$ cat src/rtl/booth_mult_ctrl_pkg.sv
// Shared definitions for the radix-4 Booth multiplier sequencer and its datapath:
// state encodings, multiplier window constants and the window recode function.
package booth_mult_ctrl_pkg;

   typedef enum logic [1:0] {
      S_IDLE = 2'd0,
      S_RUN  = 2'd1,
      S_DONE = 2'd2
   } state_e;

   // Multiplier window {q[i+1], q[i], q[i-1]} grouped by the Booth digit it encodes
   localparam logic [2:0] WIN_ZERO_A = 3'b000;
   localparam logic [2:0] WIN_P1_A   = 3'b001;
   localparam logic [2:0] WIN_P1_B   = 3'b010;
   localparam logic [2:0] WIN_P2     = 3'b011;
   localparam logic [2:0] WIN_M2     = 3'b100;
   localparam logic [2:0] WIN_M1_A   = 3'b101;
   localparam logic [2:0] WIN_M1_B   = 3'b110;
   localparam logic [2:0] WIN_ZERO_B = 3'b111;

   typedef struct packed {
      logic add;
      logic sub;
      logic dbl;
      logic nop;
   } recode_t;

   function automatic recode_t recode(input logic [2:0] win);
      recode_t r;
      r = '0;
      case (win)
         WIN_P1_A, WIN_P1_B: r.add = 1'b1;
         WIN_P2: begin
            r.add = 1'b1;
            r.dbl = 1'b1;
         end
         WIN_M2: begin
            r.sub = 1'b1;
            r.dbl = 1'b1;
         end
         WIN_M1_A, WIN_M1_B: r.sub = 1'b1;
         default: r.nop = 1'b1;
      endcase
      return r;
   endfunction

endpackage

$ cat src/rtl/booth_mult_ctrl_recoder.sv
// Combinational radix-4 Booth window recoder with enable; all controls are 0 when disabled.
// Kept standalone so the divider's SRT path can reuse it.
module booth_mult_ctrl_recoder
   import booth_mult_ctrl_pkg::*;
(
   input  logic       en_i,
   input  logic [2:0] win_i,
   output logic       add_o,
   output logic       sub_o,
   output logic       dbl_o,
   output logic       nop_o
);

   recode_t rc;

   always_comb begin
      rc = '0;
      if (en_i) rc = recode(win_i);
   end

   assign add_o = rc.add;
   assign sub_o = rc.sub;
   assign dbl_o = rc.dbl;
   assign nop_o = rc.nop;

endmodule

$ cat src/rtl/booth_mult_ctrl.sv
// Sequencer for the radix-4 Booth multiplier: start/busy/ready handshake, iteration
// count for signed or unsigned operands, flush abort, and per-iteration recode controls.
module booth_mult_ctrl
   import booth_mult_ctrl_pkg::*;
#(
   parameter  int WIDTH = 32,
   localparam int CW    = $clog2(WIDTH/2 + 2)
)
(
   input  logic          clock,
   input  logic          reset,
   input  logic          start,
   input  logic          is_signed,
   input  logic          flush,
   input  logic [2:0]    booth_bits,
   output logic          load,
   output logic          add,
   output logic          sub,
   output logic          dbl,
   output logic          nop,
   output logic          shift,
   output logic          busy,
   output logic          ready,
   output logic [CW-1:0] iter
);

   if ((WIDTH % 2) != 0 || WIDTH < 4) begin : g_width_chk
      $error("booth_mult_ctrl: WIDTH must be even and >= 4");
   end

   // Unsigned needs one extra window to cover the zero-extended MSBs
   localparam logic [CW-1:0] LAST_S = CW'(WIDTH/2 - 1);
   localparam logic [CW-1:0] LAST_U = CW'(WIDTH/2);

   state_e        state_q, state_d;
   logic [CW-1:0] iter_q, iter_d;
   logic          mode_q, mode_d;
   logic          busy_q, ready_q;
   logic          accept, last_iter;

   assign accept    = start & ~flush & ((state_q == S_IDLE) | (state_q == S_DONE));
   assign last_iter = (iter_q == (mode_q ? LAST_S : LAST_U));

   always_comb begin
      state_d = state_q;
      iter_d  = iter_q;
      mode_d  = mode_q;
      if (flush) begin
         state_d = S_IDLE;
         iter_d  = '0;
      end else begin
         case (state_q)
            S_IDLE: begin
               if (start) begin
                  state_d = S_RUN;
                  iter_d  = '0;
                  mode_d  = is_signed;
               end
            end
            S_RUN: begin
               if (last_iter) state_d = S_DONE;
               else           iter_d  = iter_q + CW'(1);
            end
            S_DONE: begin
               iter_d = '0;
               if (start) begin
                  state_d = S_RUN;
                  mode_d  = is_signed;
               end else begin
                  state_d = S_IDLE;
               end
            end
            default: begin
               state_d = S_IDLE;
               iter_d  = '0;
            end
         endcase
      end
   end

   always_ff @(posedge clock or posedge reset) begin
      if (reset) begin
         state_q <= S_IDLE;
         iter_q  <= '0;
         mode_q  <= 1'b1;
         busy_q  <= 1'b0;
         ready_q <= 1'b0;
      end else begin
         state_q <= state_d;
         iter_q  <= iter_d;
         mode_q  <= mode_d;
         busy_q  <= (state_d == S_RUN);
         ready_q <= (state_d == S_DONE);
      end
   end

   booth_mult_ctrl_recoder u_recoder (
      .en_i  (busy_q),
      .win_i (booth_bits),
      .add_o (add),
      .sub_o (sub),
      .dbl_o (dbl),
      .nop_o (nop)
   );

   assign load  = accept;
   assign busy  = busy_q;
   assign shift = busy_q;
   assign ready = ready_q;
   assign iter  = iter_q;

endmodule

$ cat config.mk
export PLATFORM = sky130hd
export DESIGN_NAME = booth_mult_ctrl
export DESIGN_NICKNAME = d
export VERILOG_FILES = /design/src/rtl/booth_mult_ctrl_pkg.sv /design/src/rtl/booth_mult_ctrl_recoder.sv /design/src/rtl/booth_mult_ctrl.sv
export SDC_FILE = /design/constraint.sdc
export NUM_CORES = 1
export LEC_CHECK = 0
export CELL_PAD_IN_SITES_DETAIL_PLACEMENT = 1
export CELL_PAD_IN_SITES_GLOBAL_PLACEMENT = 2
export CORE_UTILIZATION = 25
export DETAILED_ROUTE_END_ITERATION = 7
export HOLD_SLACK_MARGIN = 0.15
export PLACE_DENSITY = 0.81
export SLEW_MARGIN = 25
export SYNTH_ARGS = -nofsm -noshare
export SYNTH_HDL_FRONTEND = slang
export SYNTH_SLANG_ARGS = --single-unit
$ cat constraint.sdc
create_clock -name clock -period 1.9 [get_ports clock]
set_clock_uncertainty 0.15 [all_clocks]
set_input_delay 0.38 -clock clock [delete_from_list [all_inputs] [get_ports clock]]
set_output_delay 0.38 -clock clock [all_outputs]
set_load 0.02 [all_outputs]
==> flow_metrics.py <==
metrics = {
    "clocking": {
        "clock_sinks": 10,
        "tritoncts": "built",
        "clock_latency_ns": 0.26,
        "hold_buffers": 0,
        "cts_root_buf": "clkbuf_4",
        "htree_levels": 1,
        "clk_pin_slew_ns": 0.07,
        "tritoncts.num_buffers": 3,
        "post-cts-setup-buffers": 0,
        "cts.path.max_buffers": 2,
    },
    "worst_setup_path": {
        "rrSetupSlack_ns": 0.27,
        "cpLargestDelayFamily": "buffers and inverters",
        "path_buf_inv": 1,
        "slowest_delay_ns": 0.63,
        "cp.arrival_ns": 1.31,
        "cp.depth": 1,
        "slowest_stage": "clkdlybuf4s50_1",
        "start_kind": "register",
        "worstPathCellList": "clkdlybuf4s50_1",
        "reg2reg_from": "iter[2]$_DFFE_PP0P_",
        "worstPathRequired_ns": 1.37,
        "critPathMaxFanout": 5,
        "ff2ff_path_depth": 4,
        "reg2reg_to": "iter[0]$_DFFE_PP0P_",
        "startpoint": "iter[3]$_DFFE_PP0P_",
        "worstSetupEndpointType": "output port",
        "critPathKind": "register to output port",
    },
    "detailed_routing": {
        "first_pass_iters": 4,
        "vias": 559,
        "routed_via_density": 4.86,
        "first_iter_violations": 1,
        "wl_per_cell_um": 12.0,
        "postRouteAntennaNets": 0,
        "routed_wirelength_um": 1380,
        "drcViolationCount": 0,
    },
    "timing": {
        "fin_crit_sh_pct": 96.7,
        "timing.final.hold_violations": 0,
        "worstMarginPinSlew_ns": 0.383,
        "slew_headroom_pct": 74.4,
        "rsz0062_at_grt": "no",
        "setup_viol": 0,
        "drv_slew": 0,
        "max_freq_ghz": 0.544,
        "timing.hold.ws_ns": 0.244,
        "period_needed_ns": 1.84,
    },
    "pwr": {
        "power.total_uw": 530,
        "clock_power_share_pct": 27.7,
        "internal-power_uw": 385,
        "combPwrFrac_pct": 26.2,
        "power.density_nw_per_um2": 598,
        "peakVddDrop_uv": 412,
        "power_frac_seq_pct": 46.2,
        "leakage_nw": 0.426,
        "power.share.switching_pct": 27.5,
        "p_sw_uw": 146,
    },
    "die": {
        "core_um2": 2040,
        "die_w_um": 49.6,
        "rows": 16,
        "dieArea_um2": 2460,
        "initial_utilization_pct": 27.8,
        "ios": 21,
        "dieHeight_um": 49.6,
    },
    "logic_synthesis": {
        "ys_seq_area_share_pct": 44.4,
        "syn-cell-area_um2": 567,
        "yosys_most_used_dff": "dfrtp_1",
        "postSynth.asyncResetShare_pct": 100,
        "synth_edf_count": 0,
        "avgSynthCellArea_um2": 10.3,
        "ys_types": 33,
        "ys_ff_latch": 10,
        "ys.warnings.count": 0,
        "synth_nets": 64,
        "syn_inst": 55,
    },
    "layout": {
        "fillers": 249,
        "fin_nets": 98,
        "area_growth_pct": 56.5,
        "multi_input_area_um2": 313,
        "layout_common_cells": "buf_4 (12), dfrtp_1 (9), clkdlybuf4s50_1 (9)",
        "layout_commonest_cell": "buf_4",
        "seq_area_um2": 251,
        "n_antenna_cell": 0,
        "layout-drive-gt1-share_pct": 33.0,
    },
    "place": {
        "port_buffers": 20,
        "hpwl_um": 1130,
        "place.gp.congestion": 0.681,
    },
    "global_route": {
        "antenna_found_initial": 0,
        "grt_pass1_vias": 562,
        "grt_max_degree": 11,
        "grt_first_pass_wirelength_um": 2390,
        "grt-ovfl-total": 0,
        "track_usage_pct": 12.9,
    },
    "flow_run": {
        "maxCapViolCount": 0,
    },
    "outcome": {
        "status": "complete, no violations",
    },
    "hold_path": {
        "holdCritPathClass": "primary input to asynchronous set/reset pin",
    },
}
[power by group through the flow]
stage / Combinational [mW] / Sequential (mW) / Clock, mW
final: 0.139 / 0.245 / 0.147
after global routing: 0.150 / 0.247 / 0.169
after CTS: 0.142 / 0.245 / 0.156
after detailed placement: 0.144 / 0.249 / 0
after global placement: 0.141 / 0.248 / 0
after floorplan: 0.0650 / 0.251 / 0
[cell usage after synthesis, types with 2 or more instances]
library cell	n	area share [%]
nand3_1	2	1.8
or3_1	2	2.2
nand2_1	2	1.3
inv_1	2	1.3
mux2_2	2	4.0
nand2b_1	2	2.2
nor2_1	5	3.3
o21ai_0	2	1.8
dfrtp_1	9	40
a21oi_1	2	1.8
or2_1	2	2.2
nor3b_1	2	2.6
[layout make-up]
cell class | instances | area share [%]
multi-input cells | 42 | 35.3
repair buffers | 30 | 28.8
flip-flops and latches | 10 | 28.3
well taps | 27 | 3.81
clock buffers | 4 | 2.96
inverters | 2 | 0.846
[worst reg2reg max path, delay by kind of cell, from the launching register on]
| kind | cells | cell delay [ns] |
|---|---|---|
| muxes | 1 | 0.26 |
| and+or+nand+nor | 2 | 0.49 |
| DFF | 1 | 0.46 |
| AOI/OAI and AO/OA | 1 | 0.15 |
[per-stage QoR]
step / instance area [um2] / setup WS (ns) / std cells / TNS, ns / util [%]
3_5_place_dp: 868 / -0.614 / 111 / -3.05 / 42.5
3_3_place_gp: 868 / -0.580 / 111 / -2.91 / 42.5
4_1_cts: 888 / 0.00302 / 115 / 0 / 43.5
6_report: 887 / 0.0619 / 115 / 0 / 43.4
5_1_grt: 887 / 0.00873 / 115 / 0 / 43.4
2_1_floorplan: 567 / 0.119 / 55 / 0 / -
[sequential cells by signal (all words and copies together) (netlist names)]
register,flops
busy,1
iter,5
mode_q,1
ready,1
state_q,2
[per-layer routing]
layer | part of all wire [%] | GRT usage, % | vias to the layer above
li1 | - | - | 272
met4 | 0 | 2.86 | 0
met3 | 4.3 | 4.63 | 0
met1 | 44 | 15.1 | 272
met5 | 0 | 0 | -
met2 | 51 | 22.3 | 15
[what timing repair did]
action,4_1_cts,5_1_grt
cloned,0,0
gates resized for setup,33,3
pin swaps,2,0
setup endpoints to repair,6,3
[worst max path at each step]
stage | endpoint
floorplan | nop
global placement | dbl
detailed placement | dbl
CTS | load
global route | busy
finish | iter[3]
[cell families after synthesis]
logic type | after synthesis | share of synthesized area [%]
flops | 10 | 44.4
mux | 2 | 3.97
simple gates | 26 | 29.8
compound gates | 13 | 17.0
buf+inv | 3 | 2.65
fa+ha+maj | 1 | 2.21
No activity file was read; power rests on OpenSTA's default activity.
